--- src/rtl/sdram_port_arbiter.sv ---
// Three-port arbiter in front of a single-outstanding SDRAM controller.
// Port 0 (scanout) has priority bounded by HOLD_MAX; ports 1 and 2 share round-robin.
module sdram_port_arbiter #(
   parameter int ADDR_W   = 24,
   parameter int DATA_W   = 16,
   parameter int HOLD_MAX = 8
) (
   input  logic                  clk,
   input  logic                  rstn,
   input  logic [2:0]            req_valid,
   output logic [2:0]            req_ready,
   input  logic [2:0]            req_write,
   input  logic [3*ADDR_W-1:0]   req_addr,
   input  logic [3*DATA_W-1:0]   req_wdata,
   output logic [2:0]            resp_valid,
   output logic [DATA_W-1:0]     resp_rdata,
   output logic                  mem_valid,
   input  logic                  mem_ready,
   output logic                  mem_write,
   output logic [ADDR_W-1:0]     mem_addr,
   output logic [DATA_W-1:0]     mem_wdata,
   input  logic                  mem_rvalid,
   input  logic [DATA_W-1:0]     mem_rdata,
   output logic                  err_rvalid
);

   localparam int HC_W = $clog2(HOLD_MAX + 1);
   localparam logic [HC_W-1:0] HOLD_LIM = HC_W'(HOLD_MAX);

   typedef enum logic [1:0] {IDLE, ISSUE, WAIT_RD} state_t;

   state_t            state;
   logic [HC_W-1:0]   hold_cnt;
   logic [1:0]        rr_last;
   logic [1:0]        grant;
   logic [1:0]        win;
   logic              any_win;
   logic              sel_write;
   logic [ADDR_W-1:0] sel_addr;
   logic [DATA_W-1:0] sel_wdata;

   // Port 0 yields only once it has used up its hold budget while 1 or 2 wait.
   always_comb begin
      win     = 2'd0;
      any_win = 1'b0;
      if (rstn && state == IDLE) begin
         if (req_valid[0] && (hold_cnt < HOLD_LIM || req_valid[2:1] == 2'b00)) begin
            win     = 2'd0;
            any_win = 1'b1;
         end else if (rr_last == 2'd2) begin
            if (req_valid[1]) begin
               win     = 2'd1;
               any_win = 1'b1;
            end else if (req_valid[2]) begin
               win     = 2'd2;
               any_win = 1'b1;
            end
         end else begin
            if (req_valid[2]) begin
               win     = 2'd2;
               any_win = 1'b1;
            end else if (req_valid[1]) begin
               win     = 2'd1;
               any_win = 1'b1;
            end
         end
      end
      req_ready = any_win ? (3'b001 << win) : 3'b000;
   end

   always_comb begin
      sel_write = req_write[0];
      sel_addr  = req_addr[0 +: ADDR_W];
      sel_wdata = req_wdata[0 +: DATA_W];
      case (win)
         2'd1: begin
            sel_write = req_write[1];
            sel_addr  = req_addr[ADDR_W +: ADDR_W];
            sel_wdata = req_wdata[DATA_W +: DATA_W];
         end
         2'd2: begin
            sel_write = req_write[2];
            sel_addr  = req_addr[2*ADDR_W +: ADDR_W];
            sel_wdata = req_wdata[2*DATA_W +: DATA_W];
         end
         default: ;
      endcase
   end

   always_ff @(posedge clk or negedge rstn) begin
      if (!rstn) begin
         state      <= IDLE;
         grant      <= 2'd0;
         hold_cnt   <= '0;
         rr_last    <= 2'd2;
         mem_valid  <= 1'b0;
         mem_write  <= 1'b0;
         mem_addr   <= '0;
         mem_wdata  <= '0;
         resp_valid <= 3'b000;
         resp_rdata <= '0;
         err_rvalid <= 1'b0;
      end else begin
         resp_valid <= 3'b000;
         if (mem_rvalid && state != WAIT_RD) err_rvalid <= 1'b1;
         case (state)
            IDLE: begin
               if (any_win) begin
                  grant     <= win;
                  mem_write <= sel_write;
                  mem_addr  <= sel_addr;
                  mem_wdata <= sel_wdata;
                  mem_valid <= 1'b1;
                  state     <= ISSUE;
                  if (win == 2'd0) begin
                     if (hold_cnt < HOLD_LIM) hold_cnt <= hold_cnt + 1'b1;
                  end else begin
                     hold_cnt <= '0;
                     rr_last  <= win;
                  end
               end
            end
            ISSUE: begin
               if (mem_ready) begin
                  mem_valid <= 1'b0;
                  state     <= mem_write ? IDLE : WAIT_RD;
               end
            end
            WAIT_RD: begin
               // Response is registered; arbitration resumes in the same cycle it appears.
               if (mem_rvalid) begin
                  resp_valid <= 3'b001 << grant;
                  resp_rdata <= mem_rdata;
                  state      <= IDLE;
               end
            end
            default: state <= IDLE;
         endcase
      end
   end

endmodule

--- config.mk ---
export PLATFORM = sky130hd
export DESIGN_NAME = sdram_port_arbiter
export DESIGN_NICKNAME = d
export VERILOG_FILES = /design/src/rtl/sdram_port_arbiter.sv
export SDC_FILE = /design/constraint.sdc
export NUM_CORES = 1
export LEC_CHECK = 0
export BUFFER_PORTS_ARGS = -buffer_cell sky130_fd_sc_hd__buf_2
export CAP_MARGIN = 5
export CORE_ASPECT_RATIO = 0.6
export CORE_MARGIN = 2
export CORE_UTILIZATION = 25
export CTS_CLUSTER_DIAMETER = 120
export CTS_CLUSTER_SIZE = 10
export DETAILED_ROUTE_END_ITERATION = 7
export PLACE_DENSITY = 0.58
export SYNTH_ARGS = -nofsm -noshare
export SYNTH_HDL_FRONTEND = slang
export SYNTH_SLANG_ARGS = --single-unit
--- constraint.sdc ---
create_clock -name clk -period 5.5 [get_ports clk]
set_clock_uncertainty 0.15 [all_clocks]
set_input_delay 1.1 -clock clk [delete_from_list [all_inputs] [get_ports clk]]
set_output_delay 1.1 -clock clk [all_outputs]
set_load 0.02 [all_outputs]
After elaboration in Yosys (flattened, before gate mapping)
Cells that the tools add are included.

operators by class
  add/sub/neg operators = 1
  magnitude comparators = 1
  eq/ne operators = 10
  shifts and indexed selects = 2
  multiplexer cells = 30
  bitwise operators = 1
  reductions and logical operators = 14

operators by type and width
  cell                 number
  $pmux 24 s2          1
  $pmux 16 s2          1
  $mux 2               10
  $reduce_and 3->1     4
  $mux 1               10
  $mux 3               3
  $mux 4               2
  $ne 2x2->1 const B   4
  $eq 2x2->1 const B   3
  $logic_not 2->1      3
  $pmux 2 s3           1
  $shl 1x2->3 const A  2
  $add 4x1->4 const B  1
  $eq 2x1->1 const B   2
  $lt 4x4->1 const B   1
  $pmux 1 s2           2
  $reduce_and 2->1     2
  $logic_and 1x1->1    3
  $ne 2x1->1 const B   1
  $reduce_bool 2->1    1
  $logic_or 1x1->1     1
  $not 1->1            1

word-level totals
  bits in registers = 72
  input bits = 146
  output and inout port bits = 65

Depth between registers and ports, before layout
  depth after elaboration = 8
  depth in mapped cells = 10

Worst setup path after synthesis
OpenSTA, ideal clock, no wires.

  kind = in2out
  from = in rstn
  to = out req_ready[1]
  data arrival time = 2.892 ns
  path slack = 1.358 ns
  stages on the path = 7
  buffers on the path = 3
  cell sequence = or3b_1 buf_6 a2111oi_4 ha_1 clkbuf_1 clkbuf_1 and2_1

between the ends
  cells in the longest elaborated chain, start to end = 4
  elaborated cells between the ends (all ways) = 5

ends and longest elaborated chain
  item               line  source
  start, declared    9     input logic rstn,
  $logic_and 1x1->1  46    if (rstn && state == IDLE) begin
  $mux 2             46
  net win[0]         36    logic [1:0] win;
  $shl 1x2->3        68    req_ready = any_win ? (3'b001 << win) : 3'b000;
  $mux 3             68
  end, declared      11    output logic [2:0] req_ready,

The timed path passes the listed nets, and every way through them passes these cells.

Worst setup path after layout
  from = in rstn
  to = out req_ready[2]

The elaborated chain is that of the path after synthesis.

==> run summary <==
=====================================================================================================
Total I/O pin count                                                                               211
Count of flip-flops with a built-in enable after synthesis                                          0
Total number of vias                                                                             3357
Total setup buffers inserted after CTS                                                              0
Number of cells on the worst reg-to-reg path                                                        7
Instance count along the most critical hold path                                                    1
Number of warning messages in the yosys log                                                         0
Detailed-placement wirelength estimate                                                        7996 um
Post-Synthesis Cell Area                                                                   3664 sq um
Slew at the pin with the worst max-slew slack                                                1.068 ns
Antenna diode count                                                                                 0
H-tree levels                                                                                       3
Post-synthesis share of cell area spent on full adders, half adders and majority gates         1.366%
Final cycle utilization of the critical path                                                   85.21%
Number of clock sinks                                                                              72
Number of global-route vias before repair                                                        3398
Worst-path cell with the longest stage delay                                                     ha_2
FF-to-FF setup slack                                                                          1.89 ns
DRC violation count after routing                                                                   0
Floorplan die width                                                                          160.3 um
Starting Density                                                                               25.40%
Area share of the largest cell type after synthesis                                            48.50%
Total wire length after detailed routing                                                     10530 um
Standard-cell rows                                                                                 34
Slack of the critical path                                                                  0.8133 ns
Status                                                                                      completed
Die Span Y                                                                                   97.77 um
Clock transition at the registers of the reported paths                                       0.06 ns
WP data arrival                                                                               3.44 ns
Area of all placed cells without fillers                                                   5176 sq um
Final critical delay including setup and external delays                                     4.687 ns
Multiplexer share of the synthesized area                                                      18.14%
Remaining global-route overflow                                                                     0
Critical path's largest stage delay                                                           0.82 ns
Last weighted congestion value of the routability-driven placer                                0.8581
Post-synthesis area per instance                                                          11.00 sq um
Top Family by Delay on Critical Path                                                     simple AND/OR/NAND/NOR gates
Share of flip-flops with an asynchronous set or reset                                          100.0%
Post-cts repair resize count                                                                        0
Placement Setup Slack                                                                       0.7665 ns
Combined buffer and inverter count along the critical path                                          2
Die Area                                                                                  15670 sq um
Synth Area in Compound Gates                                                                   17.25%
Count of hold-fix buffers inserted at cts                                                           0
Cells along the critical path                                                            buf_4 > or3b_1 > nor4_4 > ha_2 > and2_1 > buf_2
Sort of element at the start of the critical path                                          input port
Capturing element type of the critical path                                              primary output
Number of maximum-capacitance violations                                                            0
Area growth from synthesis to layout                                                           41.29%
Placed cell areas                                                                          4873 sq um
Count of buffers from port buffering                                                              210
Max Clk Rate                                                                                213.4 MHz
Avg WL per Cell                                                                              14.33 um
Placed Instances                                                                                  719
Net count of the mapped netlist                                                                   483
Worst-case vdd ir drop                                                                    0.0001964 V
Number of antenna violations at the first check in global routing                                   0
Worst flop-to-flop path startpoint                                                       state[1]$_DFFE_PN0P_
Starting DRC count in detailed routing                                                            190
Power density relative to cell area                                                      526.8 nW/um^2
Worst flop-to-flop path endpoint                                                         mem_addr[3]$_DFFE_PN0P_
Core occupancy in the finished layout                                                          35.89%
Launch instance of the worst min-delay path                                              grant[0]$_DFFE_PN0P_
RSZ-0062 raised after global routing                                                            false
Destination of the worst hold path                                                       resp_valid[0]$_DFF_PN0_
Type of the tightest min-delay check                                                     register to register
Post-synthesis share of cell area spent on and, or, nand and nor gates                         9.768%
Largest area contributor in the netlist                                                       dfrtp_1
Count of placed standard cells in the final layout, fillers left out                              735
Number of CTS-inserted buffers                                                                      9
Main combinational cell family by area after synthesis                                   multiplexers
Top fanout value on the critical path                                                              42
Critical path depth                                                                                 6
Final count of hold timing violations                                                               0
Share of post-route cells with drive strength above 1                                          54.75%
Leak                                                                                         2.510 nW
Number of instances in the synthesized netlist                                                    333
TritonCTS clock tree                                                                              yes
Number of nets at the end of the flow                                                             682
DRT antenna net count                                                                               0
Number of slew-limit violations in the final report                                                 0
DRT Pass-1 Iters                                                                                    4
Xor and xnor area share after synthesis                                                            0%
Most instantiated flip-flop cell in the synthesis netlist                                     dfrtp_1
Global-route wire length before repair                                                       17060 um
Total core area                                                                           14420 sq um
Insertion delay of the later-clocked pin in the worst-skew pair                               0.33 ns
Dominant cell by count in the synthesized netlist                                             dfrtp_1
Total track usage                                                                              13.66%
Data required time at the worst endpoint                                                      4.25 ns
Top area cells in the synthesized netlist                                                dfrtp_1 48%, mux2_2 17%, a22oi_1 8.4%
CTS root buffer                                                                             clkbuf_16
Category of the most critical setup path                                                 input port to primary output
Synth Register Bits                                                                                72
Worst-case clock buffer depth                                                                       2
Post-synth cell types                                                                              35
Proportion of synthesized chip area in sequential cells                                        49.21%
Maximum number of pins on one net before global-route repair                                       74
Synth top cells by count                                                                 71 x dfrtp_1, 56 x mux2_2, 45 x o21ai_0, 43 x nand2_1, 41 x a22oi_1
Worst slew margin relative to its limit                                                        28.80%
Final setup TNS                                                                                  0 ns
Vias per cell                                                                                   4.567
Final setup vio count                                                                               0
=====================================================================================================
-- registers in the layout, indices dropped and copies added, names as in the netlist --
signal	flops
err_rvalid	1
grant	2
hold_cnt	4
mem_addr	24
mem_valid	1
mem_wdata	16
mem_write	1
resp_rdata	16
resp_valid	3
rr_last	2
state	2
-- cell type report --
class | count | area [sq um]
fillers | 1440 | 9245
flip-flops and latches | 72 | 1803
multi-input cells | 228 | 1709
repair buffers | 215 | 1091
well taps | 198 | 247.7
clock buffers | 9 | 225.2
clock inverters | 7 | 77.57
inverters | 6 | 22.52
-- per-stage QoR --
step                      power, mW  hold WS [ns]
after detailed placement      2.155        0.3229
after global routing          2.923        0.3646
final                         2.727        0.3294
after global placement        2.126        0.3196
after CTS                     2.772        0.3307
after floorplan               1.740        0.2958
-- worst register-to-register path: cells and delay by family, from the launching register on --
| family | cells | cell delay (ns) |
|---|---|---|
| DFF | 1 | 0.44 |
| adders and majority gates | 1 | 1.04 |
| buffers and inverters | 2 | 0.45 |
| and+or+nand+nor | 2 | 1.06 |
| muxes | 1 | 0.26 |
| AOI/OAI and AO/OA | 1 | 0.10 |
-- routing by layer --
| metal | share of wire [%] | vias to the layer above | global-route usage (%) |
|---|---|---|---|
| met5 | 0 | - | 0 |
| met2 | 45 | 141 | 21.45 |
| met1 | 46 | 1605 | 18.09 |
| li1 | - | 1604 | - |
| met4 | 0.76 | 0 | 3.326 |
| met3 | 8.3 | 7 | 4.885 |
-- power by group --
part	leakage [nW]	switching, mW	total, mW	internal [mW]
sequential	0.872	0.144	0.928	0.784
combinational	1.49	0.693	1.20	0.510
clock	0.147	0.240	0.596	0.356
total	2.51	1.08	2.73	1.65
-- cell families after synthesis --
kind of cell / count (synthesis)
multiplexers: 59
buffers and inverters: 33
flip-flops: 72
adder cells (fa/ha/maj): 4
AND/OR/NAND/NOR: 69
AO/OA/AOI/OAI: 96
-- cells in the final DEF (no fill, tap or decap), drive strengths merged, types with 3 or more instances in the layout --
cell type	Yosys	layout
nor3	4	4
nand2b	4	4
a22oi	41	41
clkbuf	19	9
nand3	3	3
nand2	43	43
mux2	59	59
buf	8	215
inv	6	9
a21o	3	3
dfrtp	71	71
o21ai	45	45
ha	4	4
-- worst max path at each step --
stage	start	endpoint	slack, ns
after detailed placement	rstn	req_ready[2]	0.77
after global routing	rstn	req_ready[2]	0.66
after floorplan	rstn	req_ready[1]	1.36
after global placement	rstn	req_ready[2]	0.88
final	rstn	req_ready[2]	0.81
after CTS	rstn	req_ready[2]	0.77
Power figures use the tool's default switching activity.
